==> src/rtl/pair_pattern_sequencer.sv <==
// Pattern playback controller for a two-input (x1,x2) sequence detector: plays a
// programmable symbol list into the detector and records its hit statistics.
module pair_pattern_sequencer #(
  parameter int DEPTH     = 16,
  parameter int AW        = 4,
  parameter int CNT_W     = 8,
  parameter int DRAIN_CYC = 2
) (
  input  logic             clk,
  input  logic             rst_n,
  input  logic             wr_en,
  input  logic [AW-1:0]    wr_addr,
  input  logic [1:0]       wr_data,
  input  logic [AW:0]      len,
  input  logic             start,
  input  logic             abort,
  input  logic             z_in,
  output logic             x1,
  output logic             x2,
  output logic             det_rst_n,
  output logic             busy,
  output logic             done,
  output logic             err,
  output logic [CNT_W-1:0] hit_count,
  output logic             hit_seen,
  output logic [AW-1:0]    first_hit_idx
);

  typedef enum logic [1:0] {IDLE, RUN, DRAIN, DONE} state_t;

  localparam int              DW         = (DRAIN_CYC > 1) ? $clog2(DRAIN_CYC) : 1;
  localparam logic [AW:0]     MAX_LEN    = (AW+1)'(DEPTH);
  localparam logic [DW-1:0]   DRAIN_INIT = DW'(DRAIN_CYC - 1);
  localparam logic [CNT_W-1:0] CNT_MAX   = {CNT_W{1'b1}};

  logic [1:0]    mem [DEPTH];
  state_t        state;
  logic [AW-1:0] idx;
  logic [AW:0]   len_q;
  logic [DW-1:0] drain_cnt;

  logic [AW:0]   last;
  logic [AW-1:0] next_idx;
  logic          len_ok;
  logic          wr_ok;
  logic [1:0]    sym0;

  assign last     = len_q - (AW+1)'(1);
  assign next_idx = idx + AW'(1);
  assign len_ok   = (len != (AW+1)'(0)) && (len <= MAX_LEN);
  assign wr_ok    = wr_en && !busy;
  // A write to entry 0 on the start edge must be what the detector sees first.
  assign sym0     = (wr_ok && (wr_addr == AW'(0))) ? wr_data : mem[0];

  // Pattern RAM write port, closed while a run is in progress.
  always_ff @(posedge clk) begin
    if (wr_ok) begin
      mem[wr_addr] <= wr_data;
    end
  end

  // Playback state machine, hit capture and all registered outputs.
  always_ff @(posedge clk or negedge rst_n) begin
    if (!rst_n) begin
      state         <= IDLE;
      idx           <= '0;
      len_q         <= '0;
      drain_cnt     <= '0;
      x1            <= 1'b0;
      x2            <= 1'b0;
      det_rst_n     <= 1'b0;
      busy          <= 1'b0;
      done          <= 1'b0;
      err           <= 1'b0;
      hit_count     <= '0;
      hit_seen      <= 1'b0;
      first_hit_idx <= '0;
    end else begin
      done <= 1'b0;
      err  <= 1'b0;

      if (((state == RUN) || (state == DRAIN)) && z_in) begin
        if (hit_count != CNT_MAX) begin
          hit_count <= hit_count + CNT_W'(1);
        end
        if (!hit_seen) begin
          hit_seen      <= 1'b1;
          first_hit_idx <= idx;
        end
      end

      case (state)
        IDLE: begin
          x1        <= 1'b0;
          x2        <= 1'b0;
          det_rst_n <= 1'b0;
          busy      <= 1'b0;
          if (start) begin
            if (len_ok) begin
              state         <= RUN;
              len_q         <= len;
              idx           <= '0;
              hit_count     <= '0;
              hit_seen      <= 1'b0;
              first_hit_idx <= '0;
              det_rst_n     <= 1'b1;
              {x1, x2}      <= sym0;
              busy          <= 1'b1;
            end else begin
              err <= 1'b1;
            end
          end
        end
        RUN: begin
          if (abort) begin
            state     <= IDLE;
            {x1, x2}  <= 2'b00;
            det_rst_n <= 1'b0;
            busy      <= 1'b0;
          end else if ({1'b0, idx} == last) begin
            state     <= DRAIN;
            {x1, x2}  <= 2'b00;
            drain_cnt <= DRAIN_INIT;
          end else begin
            idx      <= next_idx;
            {x1, x2} <= mem[next_idx];
          end
        end
        DRAIN: begin
          if (abort) begin
            state     <= IDLE;
            {x1, x2}  <= 2'b00;
            det_rst_n <= 1'b0;
            busy      <= 1'b0;
          end else if (drain_cnt == DW'(0)) begin
            state     <= DONE;
            done      <= 1'b1;
            busy      <= 1'b0;
            det_rst_n <= 1'b0;
          end else begin
            drain_cnt <= drain_cnt - DW'(1);
          end
        end
        DONE: begin
          state <= IDLE;
        end
        default: begin
          state     <= IDLE;
          {x1, x2}  <= 2'b00;
          det_rst_n <= 1'b0;
          busy      <= 1'b0;
        end
      endcase
    end
  end

endmodule

==> config.mk <==
export PLATFORM = sky130hd
export DESIGN_NAME = pair_pattern_sequencer
export DESIGN_NICKNAME = d
export VERILOG_FILES = /design/src/rtl/pair_pattern_sequencer.sv
export SDC_FILE = /design/constraint.sdc
export NUM_CORES = 1
export LEC_CHECK = 0
export CORE_ASPECT_RATIO = 0.9
export CORE_MARGIN = 1
export CORE_UTILIZATION = 50
export CTS_CLUSTER_DIAMETER = 120
export DETAILED_ROUTE_END_ITERATION = 8
export HOLD_SLACK_MARGIN = 0.12
export PLACE_DENSITY = 0.8
export SETUP_SLACK_MARGIN = 0.05
export SLEW_MARGIN = 20
export SYNTH_ARGS = -nofsm -noshare
export SYNTH_HDL_FRONTEND = slang
export SYNTH_SLANG_ARGS = --single-unit
==> constraint.sdc <==
create_clock -name clk -period 1.8 [get_ports clk]
set_input_delay 0.36 -clock clk [delete_from_list [all_inputs] [get_ports clk]]
set_output_delay 0.36 -clock clk [all_outputs]
set_load 0.05 [all_outputs]
==> key figures, run 1 <==
Floorplanning
  – Die Y-Extent: 77.0 um
  – Die Outline Area: 0.00657 mm^2
  – Core area: 0.00586 mm^2
  – Floorplan die width: 85.3 um
  – Cell row count: 26
  – Initial core utilization: 53.4%
  – IO Count: 36

Logic synthesis
  – Flops & latches, synth: 62
  – Async set-reset flop share out of synthesis: 48.4%
  – Number of synthesized flops with an enable pin: 32
  – Proportion of synthesized chip area in sequential cells: 54.8%
  – Combined area of all synthesized cells: 0.00313 mm^2
  – Per-instance average area after synthesis: 13.0 um^2
  – Dominant synthesized flop cell: sky130_fd_sc_hd__edfxtp_1
  – Cells after Synth: 241
  – Synthesized netlist net count: 265
  – Number of distinct library cell variants in the gate-level netlist after synthesis: 55
  – Synth warnings: 0

Clock network
  – Number of H-tree levels: 3
  – Buffers from clock root to sink, at most: 2
  – Clock latency at the later pin of the worst-skew pair: 340 ps
  – Hold-fix buffers at CTS: 0
  – Clock tree from TritonCTS: built
  – CTS Buf Count: 9
  – Clock Root Buffer: sky130_fd_sc_hd__clkbuf_8
  – Reg clk slew, reported paths: 70 ps
  – # clock sinks: 62

Place
  – HPWL Detailed: 4.95 mm
  – Number of buffers inserted by port buffering: 35
  – Dpl ws: -474 ps
  – Placed cell areas: 0.00374 mm^2
  – Routability congestion estimate from global placement: 0.870
  – Cell total after placement: 371

STA
  – Final number of setup-violating endpoints: 9
  – Minimum clock period: 1980 ps
  – Post-Route Hold Slack: 365 ps
  – Fmax: 0.504 GHz
  – Worst setup margin: -184 ps
  – Max-slew violation total from the final report: 0
  – Worst slew margin relative to its limit: 67.2%
  – Post-route clock period utilization: 110%
  – Worst-Margin Slew: 491 ps
  – RSZ-0062 raised after global routing: true
  – Clock Skew: 7.48 ps
  – Total count of hold-check failures in the final report: 0

Final layout
  – Non-filler cells, final: 406
  – Sequential cell area: 0.00172 mm^2
  – Area growth syn-to-layout: 35.8%
  – Footprint of the multi-input gates: 0.00149 mm^2
  – Antenna Diode Count: 0
  – Post-route cell area: 0.00425 mm^2
  – Number of fill cells in the layout: 373
  – Net count, final: 355
  – Layout cells sized above 1: 42.6%

Route
  – Number of vias in the routed layout: 2313
  – Wirelength per Cell: 17.9 um
  – DRC errors left: 0
  – Vias per inst: 5.70
  – Initial DRC Count: 148
  – Final Routed Wirelength: 7.28 mm
  – Detail Route Antenna Nets: 0
  – Drt pass-1 iters: 4

Min path
  – Hold Crit Endpoint: len_q[1]
  – Type of the tightest min-delay check: input port to register
  – Hold path startpoint: len[1]
  – Min-Delay Path Depth: 3

Pwr
  – Reported leakage power: 1.78 nW
  – Power Internal: 4.14 mW
  – Switching power: 2.54 mW
  – Seq pwr share: 29.9%
  – Cell Pwr Density: 1570 mW/mm^2
  – Fraction of power consumed by combinational cells: 52.2%
  – Total power consumption of the routed design: 6.68 mW
  – Share of total power in the clock network: 18.0%
  – Peak VDD IR: 1020 uV
  – Proportion of total power due to net switching: 38.0%

Setup path
  – Required time at the worst-slack endpoint: 2030 ps
  – Crit path cell chain: inv_2, ha_4, xor2_2, nor3_2, o311ai_4, mux2_4, a22o_1
  – Peak fanout along the critical path: 5
  – Data arrival at the endpoint of the critical path: 2210 ps
  – Worst r2r dst: drain_cnt
  – Worst R2R Setup Slack: -180 ps
  – Number of cells traversed by the worst register-to-register path: 7
  – Setup crit end kind: register
  – Crit start category: register
  – Setup Crit Path Kind: register to register
  – Crit path largest cell delay: 500 ps
  – Highest-delay cell along the critical path: sky130_fd_sc_hd__o311ai_4
  – Reg-to-Reg Start: len_q[1]

Global route
  – GRT Total Usage: 23.7%
  – Initial antenna violation count: 0
  – First-pass GRT wire length: 11.6 mm
  – Largest net degree at the start of global routing: 31
  – Grt ovf: 0
  – Number of global-route vias before repair: 2312

Flow run
  – Max-cap check violation count: 0

Outcome
  – Violations in the final reports: setup timing
  – Outcome: finished with violations
[synthesized netlist by cell type, types with 2 or more instances]
cell,number,area (um^2)
sky130_fd_sc_hd__buf_6,2,22.5
sky130_fd_sc_hd__ha_1,7,87.6
sky130_fd_sc_hd__nand2b_1,4,25.0
sky130_fd_sc_hd__o221ai_1,3,26.3
sky130_fd_sc_hd__buf_4,4,30.0
sky130_fd_sc_hd__buf_2,2,10.0
sky130_fd_sc_hd__o21ai_0,2,10.0
sky130_fd_sc_hd__a31oi_1,3,18.8
sky130_fd_sc_hd__mux2_4,3,45.0
sky130_fd_sc_hd__mux2_1,2,22.5
sky130_fd_sc_hd__dfrtp_1,30,751
sky130_fd_sc_hd__inv_1,7,26.3
sky130_fd_sc_hd__xor2_1,7,61.3
sky130_fd_sc_hd__mux4_2,8,180
sky130_fd_sc_hd__and2_1,3,18.8
sky130_fd_sc_hd__nand4_1,6,37.5
sky130_fd_sc_hd__mux2_2,3,33.8
sky130_fd_sc_hd__a211oi_1,2,15.0
sky130_fd_sc_hd__nand4b_1,2,17.5
sky130_fd_sc_hd__edfxtp_1,32,961
sky130_fd_sc_hd__mux2i_1,10,100
sky130_fd_sc_hd__or4bb_2,2,25.0
sky130_fd_sc_hd__xnor2_1,6,52.6
sky130_fd_sc_hd__nor2_1,32,120
sky130_fd_sc_hd__a21oi_1,4,20.0
sky130_fd_sc_hd__nor3_1,6,30.0
sky130_fd_sc_hd__o211ai_1,2,15.0
sky130_fd_sc_hd__nand3_1,3,15.0
sky130_fd_sc_hd__nand2_1,15,56.3
sky130_fd_sc_hd__nor2b_1,3,18.8
sky130_fd_sc_hd__and3_1,2,12.5
[registers in the layout, indices dropped and copies added, names as in the netlist, 2 cells and up]
signal	count
mem	32
hit_count	8
len_q	5
first_hit_idx	4
idx	4
state	2
[layout by cell type (no fill, tap or decap), types with 5 or more instances in the layout]
cell type	Yosys	layout
sky130_fd_sc_hd__mux2i_1	10	10
sky130_fd_sc_hd__mux4_2	8	8
sky130_fd_sc_hd__ha_1	7	5
sky130_fd_sc_hd__nor2_1	32	24
sky130_fd_sc_hd__dfrtp_1	30	27
sky130_fd_sc_hd__buf_4	4	69
sky130_fd_sc_hd__nand2_1	15	14
sky130_fd_sc_hd__edfxtp_1	32	32
sky130_fd_sc_hd__clkbuf_8	0	10
sky130_fd_sc_hd__xor2_1	7	6
sky130_fd_sc_hd__nand4_1	6	6
sky130_fd_sc_hd__clkdlybuf4s50_1	0	10
sky130_fd_sc_hd__inv_1	7	5
sky130_fd_sc_hd__nor2_2	1	6
[critical path: cells and delay by family (launching register included)]
family | cells | cell delay, ps
AO/OA/AOI/OAI | 2 | 680
multiplexers | 1 | 340
flip-flops | 1 | 390
buffers and inverters | 1 | 90
XOR/XNOR | 1 | 140
AND/OR/NAND/NOR | 1 | 70
adder cells (fa/ha/maj) | 1 | 160
[kinds of logic after synthesis]
| logic type | count (synthesis) | synth area share (%) |
|---|---|---|
| AND/OR/NAND/NOR | 89 | 15.9 |
| buffers and inverters | 17 | 3.08 |
| multiplexers | 26 | 12.2 |
| adder cells (fa/ha/maj) | 7 | 2.80 |
| flip-flops | 62 | 54.8 |
| XOR/XNOR | 14 | 4.16 |
| AO/OA/AOI/OAI | 26 | 7.13 |
[metrics by stage]
step           setup TNS (ps)  util [%]
2_1_floorplan            -309         -
3_3_place_gp           -10600      63.9
3_5_place_dp           -13030      63.9
4_1_cts                  -409      69.1
5_1_grt                 -1510      72.5
6_report                 -840      72.5
[power groups by stage]
stage | Sequential, mW | Combinational [mW] | Clock, mW
6_report | 2.00 | 3.49 | 1.20
5_1_grt | 2.02 | 3.73 | 1.27
2_1_floorplan | 2.31 | 1.71 | 0
4_1_cts | 1.99 | 3.20 | 1.22
3_5_place_dp | 1.99 | 2.97 | 0
3_3_place_gp | 1.98 | 2.89 | 0
[metal layers]
layer	share of wire [%]	up-vias	GRT usage (%)
met1	43	1150	30.8
met5	0	-	0
met3	3.8	16	5.38
met4	2.4	0	9.33
li1	-	1086	-
met2	50	61	38.6
[repair_timing]
action                                  CTS  global route
gates resized for setup                  20            23
buffers inserted                          4            16
pin swaps                                 7            10
endpoints found under the setup margin   21            37
[how the worst max path moves through the flow]
stage | startpoint | endpoint | slack, ps | cells past startpoint
final | len_q[1] | drain_cnt | -180 | 7
after floorplan | busy | x2 | -100 | 5
after detailed placement | len[1] | state[1] | -470 | 7
after global routing | len_q[1] | drain_cnt | -250 | 7
after CTS | len_q[1] | drain_cnt | -120 | 7
after global placement | len[1] | x1 | -410 | 8
[area by class of cell]
type	count	share of cell area [%]
Clock inverter	4	1.12
Clock buffer	12	3.42
Inverter	7	0.619
Multi-Input combinational cell	162	35.1
Sequential cell	62	40.4
Timing Repair Buffer	89	17.3
Tap cell	70	2.06
Note: power is estimated with default switching activity, not from simulation.
==> run 2, diff against run 1 <==
Settings changed: CORE_UTILIZATION 50 to 57, DONT_BUFFER_PORTS from default to 1.
==> key figures, run 2 (synthesized netlist as in run 1, its figures left out) <==
Clock network
  – Clock latency at the later pin of the worst-skew pair: 350 ps
  – CTS Buf Count: 9
  – Clock tree from TritonCTS: built
  – # clock sinks: 62
  – Number of H-tree levels: 3
  – Clock Root Buffer: sky130_fd_sc_hd__clkbuf_8
  – Reg clk slew, reported paths: 70 ps
  – Buffers from clock root to sink, at most: 2

Global route
  – Number of global-route vias before repair: 2149
  – Initial antenna violation count: 0
  – Grt ovf: 0
  – GRT Total Usage: 24.7%
  – First-pass GRT wire length: 10.4 mm
  – Largest net degree at the start of global routing: 31

STA
  – RSZ-0062 raised after global routing: true
  – Fmax: 0.533 GHz
  – Worst setup margin: -76.7 ps
  – Final number of setup-violating endpoints: 5
  – Worst slew margin relative to its limit: 65.1%
  – Max-slew violation total from the final report: 0
  – Minimum clock period: 1880 ps
  – Post-route clock period utilization: 104%
  – TNS Setup: -180 ps
  – Total count of hold-check failures in the final report: 0
  – Worst-Margin Slew: 522 ps
  – Clock Skew: 11.3 ps

Setup path
  – Crit path cell chain: inv_2, ha_4, nand3b_1, a21oi_2, o311ai_4, mux2_4, a22o_1
  – Peak fanout along the critical path: 6
  – Required time at the worst-slack endpoint: 2030 ps
  – Buffers & Inverters on Critical Path: 1
  – Data arrival at the endpoint of the critical path: 2110 ps
  – Crit path largest cell delay: 410 ps
  – Setup Crit Path Kind: register to register
  – Highest-delay cell along the critical path: sky130_fd_sc_hd__o311ai_4
  – Setup crit end kind: register
  – CP top delay family: compound AO/OA/AOI/OAI gates
  – Crit start category: register

Place
  – Dpl ws: -163 ps
  – Number of buffers inserted by port buffering: 0
  – Routability congestion estimate from global placement: 0.792
  – HPWL Detailed: 4.42 mm

Pwr
  – Reported leakage power: 1.50 nW
  – Total power consumption of the routed design: 6.21 mW
  – Cell Pwr Density: 1630 mW/mm^2
  – Peak VDD IR: 957 uV

Final layout
  – Number of fill cells in the layout: 348
  – Most common cell after layout, fill and taps aside: sky130_fd_sc_hd__buf_4
  – Register with the most flip-flops: mem
  – Net count, final: 306
  – Largest register FFs: 32
  – Area growth syn-to-layout: 21.8%
  – Layout cells sized above 1: 35.5%
  – Commonest non-fill, non-tap cells in the layout: sky130_fd_sc_hd__buf_4, sky130_fd_sc_hd__edfxtp_1, sky130_fd_sc_hd__nor2_1, sky130_fd_sc_hd__dfrtp_1, sky130_fd_sc_hd__nand2_1
  – Regs by FF count: mem x32, hit_count x8, len_q x5
  – Antenna Diode Count: 0

Route
  – Vias per inst: 5.90
  – Initial DRC Count: 119
  – Final Routed Wirelength: 6.43 mm
  – Number of vias in the routed layout: 2090
  – Detail Route Antenna Nets: 0
  – Drt pass-1 iters: 4
  – DRC errors left: 0
  – Wirelength per Cell: 18.2 um

Floorplanning
  – Core area: 0.00526 mm^2
  – Floorplan die width: 80.1 um
  – Die Y-Extent: 72.3 um
  – Die Outline Area: 0.00578 mm^2
  – IO Count: 36
  – Initial core utilization: 59.5%
  – Cell row count: 25

Flow run
  – Max-cap check violation count: 0

Outcome
  – Outcome: finished with violations
  – Violations in the final reports: setup timing

Min path
  – Type of the tightest min-delay check: input port to register
-- run 2: cell types whose count changed in the layout (fill, tap and decap cells not counted), sizes merged, moves of 2 or more --
cell	previous run	this run
buf	73	37
dlymetal6s2s	4	0
dlygate4sd3	0	3
dlygate4sd2	2	0
clkdlybuf4s50	10	0
-- run 2: metrics by stage --
| step | hold slack, ps | cell area, um^2 | utilization [%] | cells |
|---|---|---|---|---|
| after floorplan | 64.4 | 3160 | - | 241 |
| after CTS | 142 | 3780 | 72.0 | 353 |
| after global placement | 65.1 | 3410 | 64.9 | 330 |
| after global routing | 141 | 3810 | 72.5 | 354 |
| final | 161 | 3810 | 72.5 | 354 |
| after detailed placement | 65.1 | 3410 | 64.9 | 330 |
-- run 2: what timing repair did --
item,CTS,global route
hold endpoints to repair,62,0
hold buffers,4,0
buffers inserted,3,2
pin swaps,14,4
gates resized for setup,23,4
endpoints found under the setup margin,21,17
-- run 2: path summary, 6_finish.rpt --
kind / start / to / slack (ps) / cells past startpoint
hold reg to reg: drain_cnt / done / 480 / 1
setup / recovery: len_q[1] / drain_cnt / -80 / 7
hold / removal: len[4] / len_q[4] / 160 / 1
setup reg to reg: len_q[1] / drain_cnt / -80 / 7
min in group asynchronous: rst_n / hit_count[4] / 490 / 2
max in group asynchronous: rst_n / busy / 1120 / 2
-- run 2: routing by layer --
metal  global-route usage (%)  vias up  share of wire [%]
met5                        0        -                  0
met4                     9.72        0                2.1
met1                     31.7     1029                 44
met3                     8.30       19                5.7
li1                         -      982                  -
met2                     39.1       60                 48
-- run 2: layout make-up --
type / count / area (um^2) / area share (%)
Tap cell: 67 / 83.8 / 2.20
Clock inverter: 5 / 57.6 / 1.51
Clock buffer: 11 / 141 / 3.71
Timing Repair Buffer: 40 / 328 / 8.61
Multi-Input combinational cell: 162 / 1460 / 38.2
Inverter: 7 / 26.3 / 0.690
Sequential cell: 62 / 1720 / 45.1
-- run 2: power breakdown --
| group | leakage [nW] | switching, mW | internal (mW) |
|---|---|---|---|
| sequential | 0.668 | 0.406 | 1.73 |
| clock | 0.0936 | 0.556 | 0.677 |
| combinational | 0.740 | 1.46 | 1.37 |
